`config.mk`:
```
export PLATFORM = sky130hd
export DESIGN_NAME = pre_if_multi_fetch
export DESIGN_NICKNAME = d
export VERILOG_FILES = /design/src/rtl/pre_if_multi_fetch.sv
export SDC_FILE = /design/constraint.sdc
export NUM_CORES = 1
export LEC_CHECK = 0
export CORE_MARGIN = 8
export CORE_UTILIZATION = 35
export DETAILED_ROUTE_END_ITERATION = 12
export PLACE_DENSITY = 0.66
export SLEW_MARGIN = 10
export SYNTH_ARGS = -nofsm -noshare
export SYNTH_HDL_FRONTEND = slang
export SYNTH_SLANG_ARGS = --single-unit
export TNS_END_PERCENT = 1
```
`constraint.sdc`:
```
create_clock -name clk -period 2.71 [get_ports clk]
set_input_delay 0.542 -clock clk [delete_from_list [all_inputs] [get_ports clk]]
set_output_delay 0.542 -clock clk [all_outputs]
set_load 0.01 [all_outputs]
```
`src/rtl/pre_if_multi_fetch.sv`:
```
// ============================================================================
// Module  : pre_if_multi_fetch
// Brief   : Pre-IF PC generation for aligned multi-instruction fetch groups.
// Revision: 1.0 - initial release
// ============================================================================
`default_nettype none

module pre_if_multi_fetch #(
    parameter int          FETCH_WIDTH   = 2,
    parameter logic [31:0] RESET_PC      = 32'hBFC00000,
    parameter logic [31:0] GENERAL_EX_PC = 32'hBFC00380,
    parameter logic [31:0] REFILL_EX_PC  = 32'hBFC00200
) (
    input  logic                   clk,
    input  logic                   reset,
    input  logic                   fs_allowin,
    input  logic                   icache_busy,
    input  logic                   br_taken,
    input  logic                   br_stall,
    input  logic [31:0]            br_target,
    input  logic                   flush,
    input  logic                   flush_refill,
    input  logic                   eret,
    input  logic [31:0]            epc,
    output logic [31:0]            fetch_pc,
    output logic                   req_valid,
    output logic [FETCH_WIDTH-1:0] fetch_mask,
    output logic                   ps_to_fs_valid,
    output logic                   ps_ex,
    output logic [4:0]             ps_excode,
    output logic                   redirect_pending
);

    localparam int          LW          = $clog2(FETCH_WIDTH);
    localparam logic [31:0] GROUP_BYTES = 32'(FETCH_WIDTH * 4);
    localparam logic [31:0] GROUP_MASK  = GROUP_BYTES - 32'd1;
    localparam logic [4:0]  EXCODE_ADEL = 5'h04;

    typedef enum logic [0:0] {
        ST_RUN  = 1'b0,
        ST_HOLD = 1'b1
    } state_e;

    state_e      state_q, state_d;
    logic [31:0] fetch_pc_q, fetch_pc_d;
    logic [31:0] pending_pc_q, pending_pc_d;
    logic        drop_q, drop_d;

    logic        w_adv;
    logic        w_adv_pc;
    logic        w_run;
    logic        w_exc;
    logic        w_br;
    logic [31:0] w_exc_target;
    logic [31:0] w_seq_pc;
    logic [1:0]  w_slot;

    assign w_adv        = ~icache_busy & fs_allowin;
    // A dropped cycle only squashes the stale response; the PC must not move.
    assign w_adv_pc     = w_adv & ~drop_q;
    assign w_run        = (state_q == ST_RUN);
    assign w_exc        = eret | flush;
    assign w_br         = br_taken & ~br_stall;
    assign w_exc_target = eret ? epc : (flush_refill ? REFILL_EX_PC : GENERAL_EX_PC);
    assign w_seq_pc     = (fetch_pc_q & ~GROUP_MASK) + GROUP_BYTES;

    generate
        if (LW == 0) begin : g_single_slot
            assign w_slot = 2'd0;
        end else begin : g_multi_slot
            assign w_slot = 2'(fetch_pc_q[LW+1:2]);
        end
    endgenerate

    assign ps_ex = (fetch_pc_q[1:0] != 2'b00);

    generate
        for (genvar i = 0; i < FETCH_WIDTH; i++) begin : g_mask
            assign fetch_mask[i] = ~ps_ex & (2'(i) >= w_slot);
        end
    endgenerate

    assign fetch_pc         = fetch_pc_q;
    assign ps_excode        = ps_ex ? EXCODE_ADEL : 5'h00;
    assign req_valid        = ~icache_busy & ~ps_ex & ~drop_q & w_run;
    assign ps_to_fs_valid   = w_adv & ~drop_q & w_run;
    assign redirect_pending = (state_q == ST_HOLD);

    always_ff @(posedge clk or posedge reset) begin
        if (reset) begin
            state_q      <= ST_RUN;
            fetch_pc_q   <= RESET_PC;
            pending_pc_q <= 32'h0;
            drop_q       <= 1'b0;
        end else begin
            state_q      <= state_d;
            fetch_pc_q   <= fetch_pc_d;
            pending_pc_q <= pending_pc_d;
            drop_q       <= drop_d;
        end
    end

    always_comb begin
        state_d      = state_q;
        fetch_pc_d   = fetch_pc_q;
        pending_pc_d = pending_pc_q;
        drop_d       = drop_q & icache_busy;

        if (w_exc) begin
            // Exception-class redirects win over everything and never wait.
            fetch_pc_d = w_exc_target;
            state_d    = ST_RUN;
            drop_d     = icache_busy;
        end else begin
            case (state_q)
                ST_RUN: begin
                    if (w_br) begin
                        if (w_adv_pc) begin
                            fetch_pc_d = br_target;
                        end else begin
                            pending_pc_d = br_target;
                            state_d      = ST_HOLD;
                        end
                    end else if (w_adv_pc) begin
                        fetch_pc_d = w_seq_pc;
                    end
                end
                ST_HOLD: begin
                    // The newest branch replaces the latched one.
                    if (w_br) begin
                        pending_pc_d = br_target;
                        if (!icache_busy) begin
                            fetch_pc_d = br_target;
                            state_d    = ST_RUN;
                        end
                    end else if (!icache_busy) begin
                        fetch_pc_d = pending_pc_q;
                        state_d    = ST_RUN;
                    end
                end
                default: begin
                    state_d = ST_RUN;
                end
            endcase
        end
    end

endmodule

`default_nettype wire

```
# Word level (Yosys, flattened, before mapping)
# Index checks and enable logic that the tools add are counted.
classes:
  n_eq_ne: 5
  bitwise_logic: 17
  reduce_logical: 3
  n_mux: 21
  magnitude_cmp: 2
  n_addsub: 1
ops:
  columns: ["operator", "n"]
  rows:
  - ["$mux W32", 11]
  - ["$pmux W32 S2", 2]
  - ["$add A32 B4 Y32 const B", 1]
  - ["$and A1 B1 Y1", 10]
  - ["$mux W9", 1]
  - ["$ne A3 B2 Y1 const B", 2]
  - ["$not A1 Y1", 6]
  - ["$mux W1", 5]
  - ["$ne A2 B1 Y1 const B", 2]
  - ["$reduce_and A4 Y1", 1]
  - ["$mux W3", 1]
  - ["$ge A1 B1 Y1 const A", 2]
  - ["$ne A2 B2 Y1 const B", 1]
  - ["$pmux W1 S2", 1]
  - ["$reduce_and A2 Y1", 1]
  - ["$reduce_bool A2 Y1", 1]
  - ["$or A1 B1 Y1", 1]
totals:
  in_bits: 73
  ff_bits: 66

# Longest topological paths before layout
# Gate-level depths: netlist (run 1).
logic_depth:
  depth_word: 7
  depth_mapped: 8
  depth_no_buf: 6

# Least setup slack after synthesis (run 1)
# OpenSTA, ideal clock, no wires.
synth_timing:
  path_type: "input to register"
  start: "input eret"
  end: "register pending_pc_q[0]"
  cell_stages: 7
  t_arrival_ps: 1872
  slack_ps: 713
  n_path_buf: 4
  required_ps: 2585
  cell_sequence: "buf_6 > or2_1 > buf_6 > or3_1 > buf_6 > buf_6 > mux2_4"
synth_via:
  elab_chain_len: 3
synth_lines:
  columns: ["item", "line", "rtl"]
  rows:
  - ["start, declared", "23", "input logic eret,"]
  - ["$or A1 B1 Y1", "62", "assign w_exc = eret | flush;"]
  - ["$not A1 Y1 (no source line)", null, null]
  - ["$reduce_and A4 Y1 (no source line)", null, null]
  - ["end signal, assigned", "98", "pending_pc_q <= pending_pc_d;"]
  - ["end, declared", "46", "logic [31:0] pending_pc_q, pending_pc_d;"]
# Every way passes these cells.
# A chain may end at the register's enable or synchronous reset.

# Final worst setup path (run 1)
layout_timing:
  start: "input fs_allowin"
  end: "output ps_to_fs_valid"
layout_via:
  elab_chain_len: 3
layout_lines:
  columns: ["item", "line", "rtl"]
  rows:
  - ["start, declared", "16", "input logic fs_allowin,"]
  - ["$and A1 B1 Y1", "58", "assign w_adv = ~icache_busy & fs_allowin;"]
  - ["$and A1 B1 Y1 (2 in a row)", "86", "assign ps_to_fs_valid = w_adv & ~drop_q & w_run;"]
  - ["end, declared", "28", "output logic ps_to_fs_valid,"]
# Every way passes these cells.

==> results.json, run 1 <==
{
  "area_delta_synth_final_pct": 38.7,
  "die_w_um": 126,
  "synth_edf_count": 0,
  "dp_worst_setup_slack_ns": 0.209,
  "post-dp-hpwl_um": 10700,
  "powerDensity_mw_per_mm2": 568,
  "post_cts.repair.setup_buffers": 0,
  "peakVddDrop_uv": 235,
  "layout_worst_path_cycle_share_pct": 91.7,
  "yosys.area.top_type": "dfrtp_1",
  "cts_root_buffer": "clkbuf_16",
  "grt_pass1_vias": 4350,
  "setup_viol": 0,
  "path_buf_inv": 2,
  "synth_fa_ha_area_share_pct": 0.294,
  "drc": 0,
  "fp.dieH_um": 126,
  "die_area_mm2": 0.0159,
  "path_depth": 4,
  "syn_inst": 448,
  "tns_ns": 0,
  "hold_buffers": 0,
  "synth_ff_type": "dfrtp_1",
  "outcome": "finished clean",
  "track_usage_pct": 18.8,
  "wire_per_inst_um": 20.6,
  "ys_ff_latch": 66,
  "synth_top_family_by_area": "compound AO/OA/AOI/OAI gates",
  "crit_fanout": 2,
  "core-area_mm2": 0.0120,
  "synth_xor_area_share_pct": 1.03,
  "hp-class": "register to register",
  "synth_area_leaders": "dfrtp_1, mux2_4, dfstp_2, nand2_1, nand3_1",
  "grt_overflow": 0,
  "max-slew-margin-rel_pct": 61.4,
  "worst-slew-pin-transition_ns": 0.578,
  "dpl_cell_area_mm2": 0.00562,
  "fin_ws_ns": 0.225,
  "final.setup_skew_ns": 0.00615,
  "clock-sinks": 66,
  "critPathRequiredTime_ns": 2.17,
  "r2r_slack_ns": 0.62,
  "syn_avg_cell_area_um2": 9.50,
  "start_util_pct": 35.6,
  "fin_util_pct": 49.3,
  "drive_above_1_share_pct": 18.2,
  "r2r_end": "fetch_pc[25]",
  "drt_iter0_drc": 364,
  "vias": 4164,
  "period_needed_ns": 2.48,
  "hold_viol": 0,
  "endpoint": "ps_to_fs_valid",
  "antenna_found_initial": 0,
  "grt_setup_unrepaired": "false",
  "syn-cell-area_mm2": 0.00426,
  "htreeDepth": 3,
  "gp_congestion": 0.892,
  "crit_type": "input pin to output pin",
  "p_leak_nw": 2.45,
  "slowest_delay_ns": 0.62,
  "via_per_inst": 5.79,
  "ant_nets": 0,
  "power.share.switching_pct": 28.7,
  "endpoint_kind": "output pin",
  "p_int_mw": 2.39,
  "antenna-diode-count": 0,
  "ys_seq_area_share_pct": 39.1,
  "clockBufferDepth": 2,
  "cts_tree": "yes",
  "path_clk_slew_ns": 0.05,
  "cp.arrival_ns": 1.94,
  "yosys_warnings": 0,
  "synthSimpleGateAreaFrac_pct": 19.8,
  "grt_pass1_wl_um": 23700,
  "num_rows": 40,
  "design_area_mm2": 0.00590,
  "critPathLaunch": "fs_allowin",
  "clock_power_share_pct": 34.6,
  "synth_compound_area_share_pct": 21.9,
  "cap_violations": 0,
  "reg2reg_from": "fetch_pc[4]",
  "insertion_delay_ns": 0.34,
  "synth.top_cell.area_share_pct": 33.5,
  "path_cells": "clkdlybuf4s50_1 -> nand2b_1 -> nor3_1 -> clkdlybuf4s50_1",
  "critPathSlowestCell": "clkdlybuf4s50_1",
  "cp_common_cell": "clkdlybuf4s50_1",
  "cts_resized": 0,
  "slew_viol_final": 0,
  "cp-start-kind": "input pin",
  "cts-buffers-inserted": 9,
  "worstRegToRegCells": 6,
  "port_buffers": 111,
  "nets": 641,
  "netSwitchingPower_mw": 0.962,
  "muxShareOfSynthArea_pct": 12.3,
  "cp_top_family": "buffers and inverters",
  "io_pins": 116,
  "max_freq_mhz": 402,
  "ys_async_sr_fraction_pct": 100,
  "drt-total-wl_um": 14800,
  "power.share.sequential_pct": 40.0,
  "post_synth_num_cell_types": 80,
  "detail_route.first_pass.iterations": 5,
  "grt_max_degree": 36,
  "combPwrFrac_pct": 25.4
}
power groups by stage:
stage	combinational, mW	sequential (mW)	clock (mW)
global placement	0.832	1.34	0
detailed placement	0.848	1.35	0
global route	0.921	1.36	1.21
CTS	0.854	1.33	1.17
floorplan	0.457	1.32	0
finish	0.851	1.34	1.16
metal layers:
layer	vias to the layer above	GRT usage (%)	part of all wire, %
met5	-	0	0
met4	0	6.72	2.0
met3	25	5.15	7.2
met2	186	30.2	46
met1	2039	23.6	45
li1	1914	-	-
cells in the final DEF, fill, tap and decap left out, types with 7 or more instances in the layout:
| cell | count |
|---|---|
| clkdlybuf4s50_1 | 111 |
| dfrtp_1 | 57 |
| nand2_1 | 46 |
| nand3_1 | 31 |
| mux2_4 | 30 |
| a21oi_1 | 30 |
| buf_4 | 27 |
| nor2_1 | 24 |
| o21ai_0 | 23 |
| and3_1 | 10 |
| nand2b_1 | 9 |
| a31oi_1 | 9 |
| clkbuf_16 | 9 |
| dfstp_2 | 9 |
| nor3_1 | 8 |
| a221oi_1 | 8 |
| a211oi_1 | 7 |
| o211ai_1 | 7 |
cell type report:
cell class,instances,area (um^2)
fill,1108,6060
timing repair buffer,141,1370
inverter,7,26.3
multi-input combinational,342,2370
clock buffer,13,240
sequential,66,1660
clock inverter,3,40.0
tap,147,184
stage by stage:
| step | power [mW] | cells | hold slack (ns) |
|---|---|---|---|
| after CTS | 3.35 | 719 | 0.487 |
| after detailed placement | 2.19 | 703 | 0.476 |
| after global placement | 2.17 | 703 | 0.466 |
| final | 3.35 | 719 | 0.483 |
| after floorplan | 1.78 | 451 | 0.456 |
| after global routing | 3.50 | 719 | 0.510 |
state kept, by name, summed over array words and instances, names as in the netlist:
name	count
fetch_pc	32
redirect_pending	1
pending_pc_q	32
drop_q	1
cell usage after synthesis (all sizes together) (3+ instances only):
cell / n
nor3: 9
mux2i: 5
nand2b: 9
nand2: 47
o21a: 4
o31ai: 4
or2: 3
or3: 3
o41ai: 3
o211ai: 7
dfstp: 9
a31oi: 9
o21ai: 24
buf: 21
and3: 11
and4: 4
clkbuf: 15
o2111ai: 3
xor2: 3
mux2: 32
a211oi: 7
o311ai: 5
a32o: 4
nand3: 31
a21oi: 30
and2: 4
inv: 7
nand4: 4
a221oi: 8
nor2: 26
a211o: 3
a31o: 4
dfrtp: 57
nor4: 3
cell families (layout without fill, tap and decap cells):
logic type                 count (synthesis)  in the layout
adders and majority gates                  1              1
xor gates and xnor gates                   5              5
other                                      1              4
buffers and inverters                     43            164
and+or+nand+nor                          162            162
AOI/OAI and AO/OA                        133            133
DFF                                       66             66
muxes                                     37             37
worst min-delay path by stage:
stage	slack (ns)	startpoint	depth (start not counted)	end
2_1_floorplan	0.46	pending_pc_q[28]	1	pending_pc_q[28]
6_report	0.48	pending_pc_q[28]	1	pending_pc_q[28]
5_1_grt	0.51	pending_pc_q[28]	1	pending_pc_q[28]
3_5_place_dp	0.48	pending_pc_q[28]	1	pending_pc_q[28]
4_1_cts	0.49	pending_pc_q[28]	1	pending_pc_q[28]
3_3_place_gp	0.47	pending_pc_q[28]	1	pending_pc_q[28]
worst register-to-register path: stages, from the launching register on:
cell	delay [ns]
dfrtp_1	0.48
ha_1	0.26
and4_4	0.29
nand2_4	0.09
or3_4	0.42
o41ai_2	0.28
a32o_2	0.20
Power figures use the tool's default switching activity.
==> inputs of run 2 (changes only) <==
--- a/config.mk
+++ b/config.mk
@@ -6,9 +6,11 @@
 export NUM_CORES = 1
 export LEC_CHECK = 0
 export CORE_MARGIN = 8
-export CORE_UTILIZATION = 35
+export CORE_UTILIZATION = 45
 export DETAILED_ROUTE_END_ITERATION = 12
-export PLACE_DENSITY = 0.66
+export DONT_BUFFER_PORTS = 1
+export PLACE_DENSITY = 0.65
+export SKIP_LAST_GASP = 1
 export SLEW_MARGIN = 10
 export SYNTH_ARGS = -nofsm -noshare
 export SYNTH_HDL_FRONTEND = slang
==> run 2 against run 1 <==
  * Routed wire length decreased by 8.0%
  * Clock power decreased by 10%
  * Non-clock buffer count decreased by 123
  * Combinational power decreased by 37%
  * Largest cell class unchanged
  * Setup slack improved by 0.32 ns
  * Design area decreased by 22%
  * Utilization increased by 0.71 points
  * Critical path depth decreased by 2
  * Via count decreased by 11%
  * Clock skew increased by 0.0057 ns
  * Total power decreased by 12%
==> results.json, run 2 (same netlist as run 1, synthesis figures left out) <==
{
  "htreeDepth": 3,
  "p_leak_nw": 1.94,
  "reg2reg_from": "fetch_pc[4]",
  "max_freq_mhz": 462,
  "final_common_cell": "dfrtp_1",
  "antenna_found_initial": 0,
  "fin_util_pct": 50.0,
  "r2r_slack_ns": 0.56,
  "io_pins": 116,
  "die_w_um": 113,
  "path_clk_slew_ns": 0.08,
  "core-area_mm2": 0.00920,
  "r2r_end": "fetch_pc[25]",
  "post_cts.repair.setup_buffers": 0,
  "tns_ns": 0,
  "critPathRequiredTime_ns": 2.17,
  "hold_viol": 0,
  "drt_iter0_drc": 213,
  "cp-start-kind": "register",
  "wire_per_inst_um": 24.4,
  "grt_setup_unrepaired": "false",
  "crit_type": "register to output pin",
  "gp_congestion": 0.884,
  "design_area_mm2": 0.00460,
  "cts_resized": 0,
  "track_usage_pct": 21.7,
  "dp_worst_setup_slack_ns": 0.585,
  "whs_ns": 0.158,
  "start_util_pct": 46.3,
  "hp-class": "input pin to async pin",
  "outcome": "finished clean",
  "num_rows": 35,
  "slew_viol_final": 0,
  "insertion_delay_ns": 0.36,
  "vias": 3686,
  "dp.cells": 544,
  "antenna-diode-count": 0,
  "final_cell_mix": "dfrtp_1, nand2_1, nand3_1",
  "endpoint_kind": "output pin",
  "powerDensity_mw_per_mm2": 640,
  "fin_ws_ns": 0.544,
  "fillers": 863,
  "worstRegToRegCells": 6,
  "clock-sinks": 66,
  "worst-slew-pin-transition_ns": 0.652,
  "cts_root_buffer": "clkbuf_8",
  "final.setup_skew_ns": 0.0119,
  "layout_worst_path_cycle_share_pct": 79.9,
  "total_power_mw": 2.95,
  "nets": 518,
  "grt_pass1_vias": 3910,
  "cp.arrival_ns": 1.62,
  "max-slew-margin-rel_pct": 56.5,
  "grt_pass1_wl_um": 21900,
  "clockBufferDepth": 2,
  "area_delta_synth_final_pct": 8.14,
  "post-dp-hpwl_um": 9560,
  "via_per_inst": 6.59,
  "fin_cells": 559,
  "port_buffers": 0,
  "die_area_mm2": 0.0128,
  "dpl_cell_area_mm2": 0.00436,
  "ant_nets": 0,
  "cts-buffers-inserted": 9,
  "drc": 0,
  "cts_tree": "yes",
  "fp.dieH_um": 113,
  "period_needed_ns": 2.17,
  "grt_max_degree": 39,
  "peakVddDrop_uv": 323,
  "drt-total-wl_um": 13600,
  "setup_viol": 0,
  "cap_violations": 0,
  "grt_overflow": 0,
  "drive_above_1_share_pct": 21.2,
  "crit_fanout": 5,
  "hold_buffers": 0,
  "detail_route.first_pass.iterations": 5
}
## run 2: changes by cell type in the layout (fill, tap and decap cells not counted)
cell | before | now
buf_12 | 3 | 2
buf_4 | 27 | 16
bufinv_16 | 1 | 3
clkbuf_1 | 4 | 0
clkbuf_16 | 9 | 0
clkbuf_8 | 0 | 10
clkdlybuf4s50_1 | 111 | 0
clkinv_2 | 2 | 1
clkinvlp_4 | 0 | 1
## run 2: worst max-delay path, cell delays in order (launching register included)
cell	delay, ns
dfrtp_1	0.43
or2_2	0.40
nor4_1	0.44
## run 2: metal layers
layer  wire length [um]  vias up  global-route usage, %
met5                  0        -                      0
met4                184        0                   7.28
met3               1280       13                   6.98
met2               6470      168                   35.1
met1               5690     1836                   26.7
li1                   -     1669                      -
## run 2: layout make-up
type / instances / area (um^2) / area share, %
inverters: 7 / 26.3 / 0.571
well taps: 111 / 139 / 3.02
clock buffers: 10 / 138 / 2.99
flip-flops and latches: 66 / 1660 / 36.1
multi-input cells: 342 / 2370 / 51.6
repair buffers: 18 / 160 / 3.48
clock inverters: 5 / 103 / 2.23
## run 2: worst max path at each step
stage | depth (start not counted) | startpoint | slack [ns] | end
2_1_floorplan | 1 | reset | 0.53 | drop_q
3_3_place_gp | 6 | br_stall | 0.58 | fetch_pc[25]
3_5_place_dp | 6 | fetch_pc[4] | 0.58 | fetch_pc[25]
4_1_cts | 2 | fetch_pc[0] | 0.52 | req_valid
5_1_grt | 6 | fetch_pc[4] | 0.43 | fetch_pc[23]
6_report | 2 | fetch_pc[0] | 0.54 | req_valid
## run 2: where the power goes
part           leakage, nW  switching [mW]  internal [mW]  total (mW)
registers            0.793           0.199           1.17        1.37
clock network        0.118           0.408          0.630        1.04
logic                 1.03           0.246          0.290       0.537
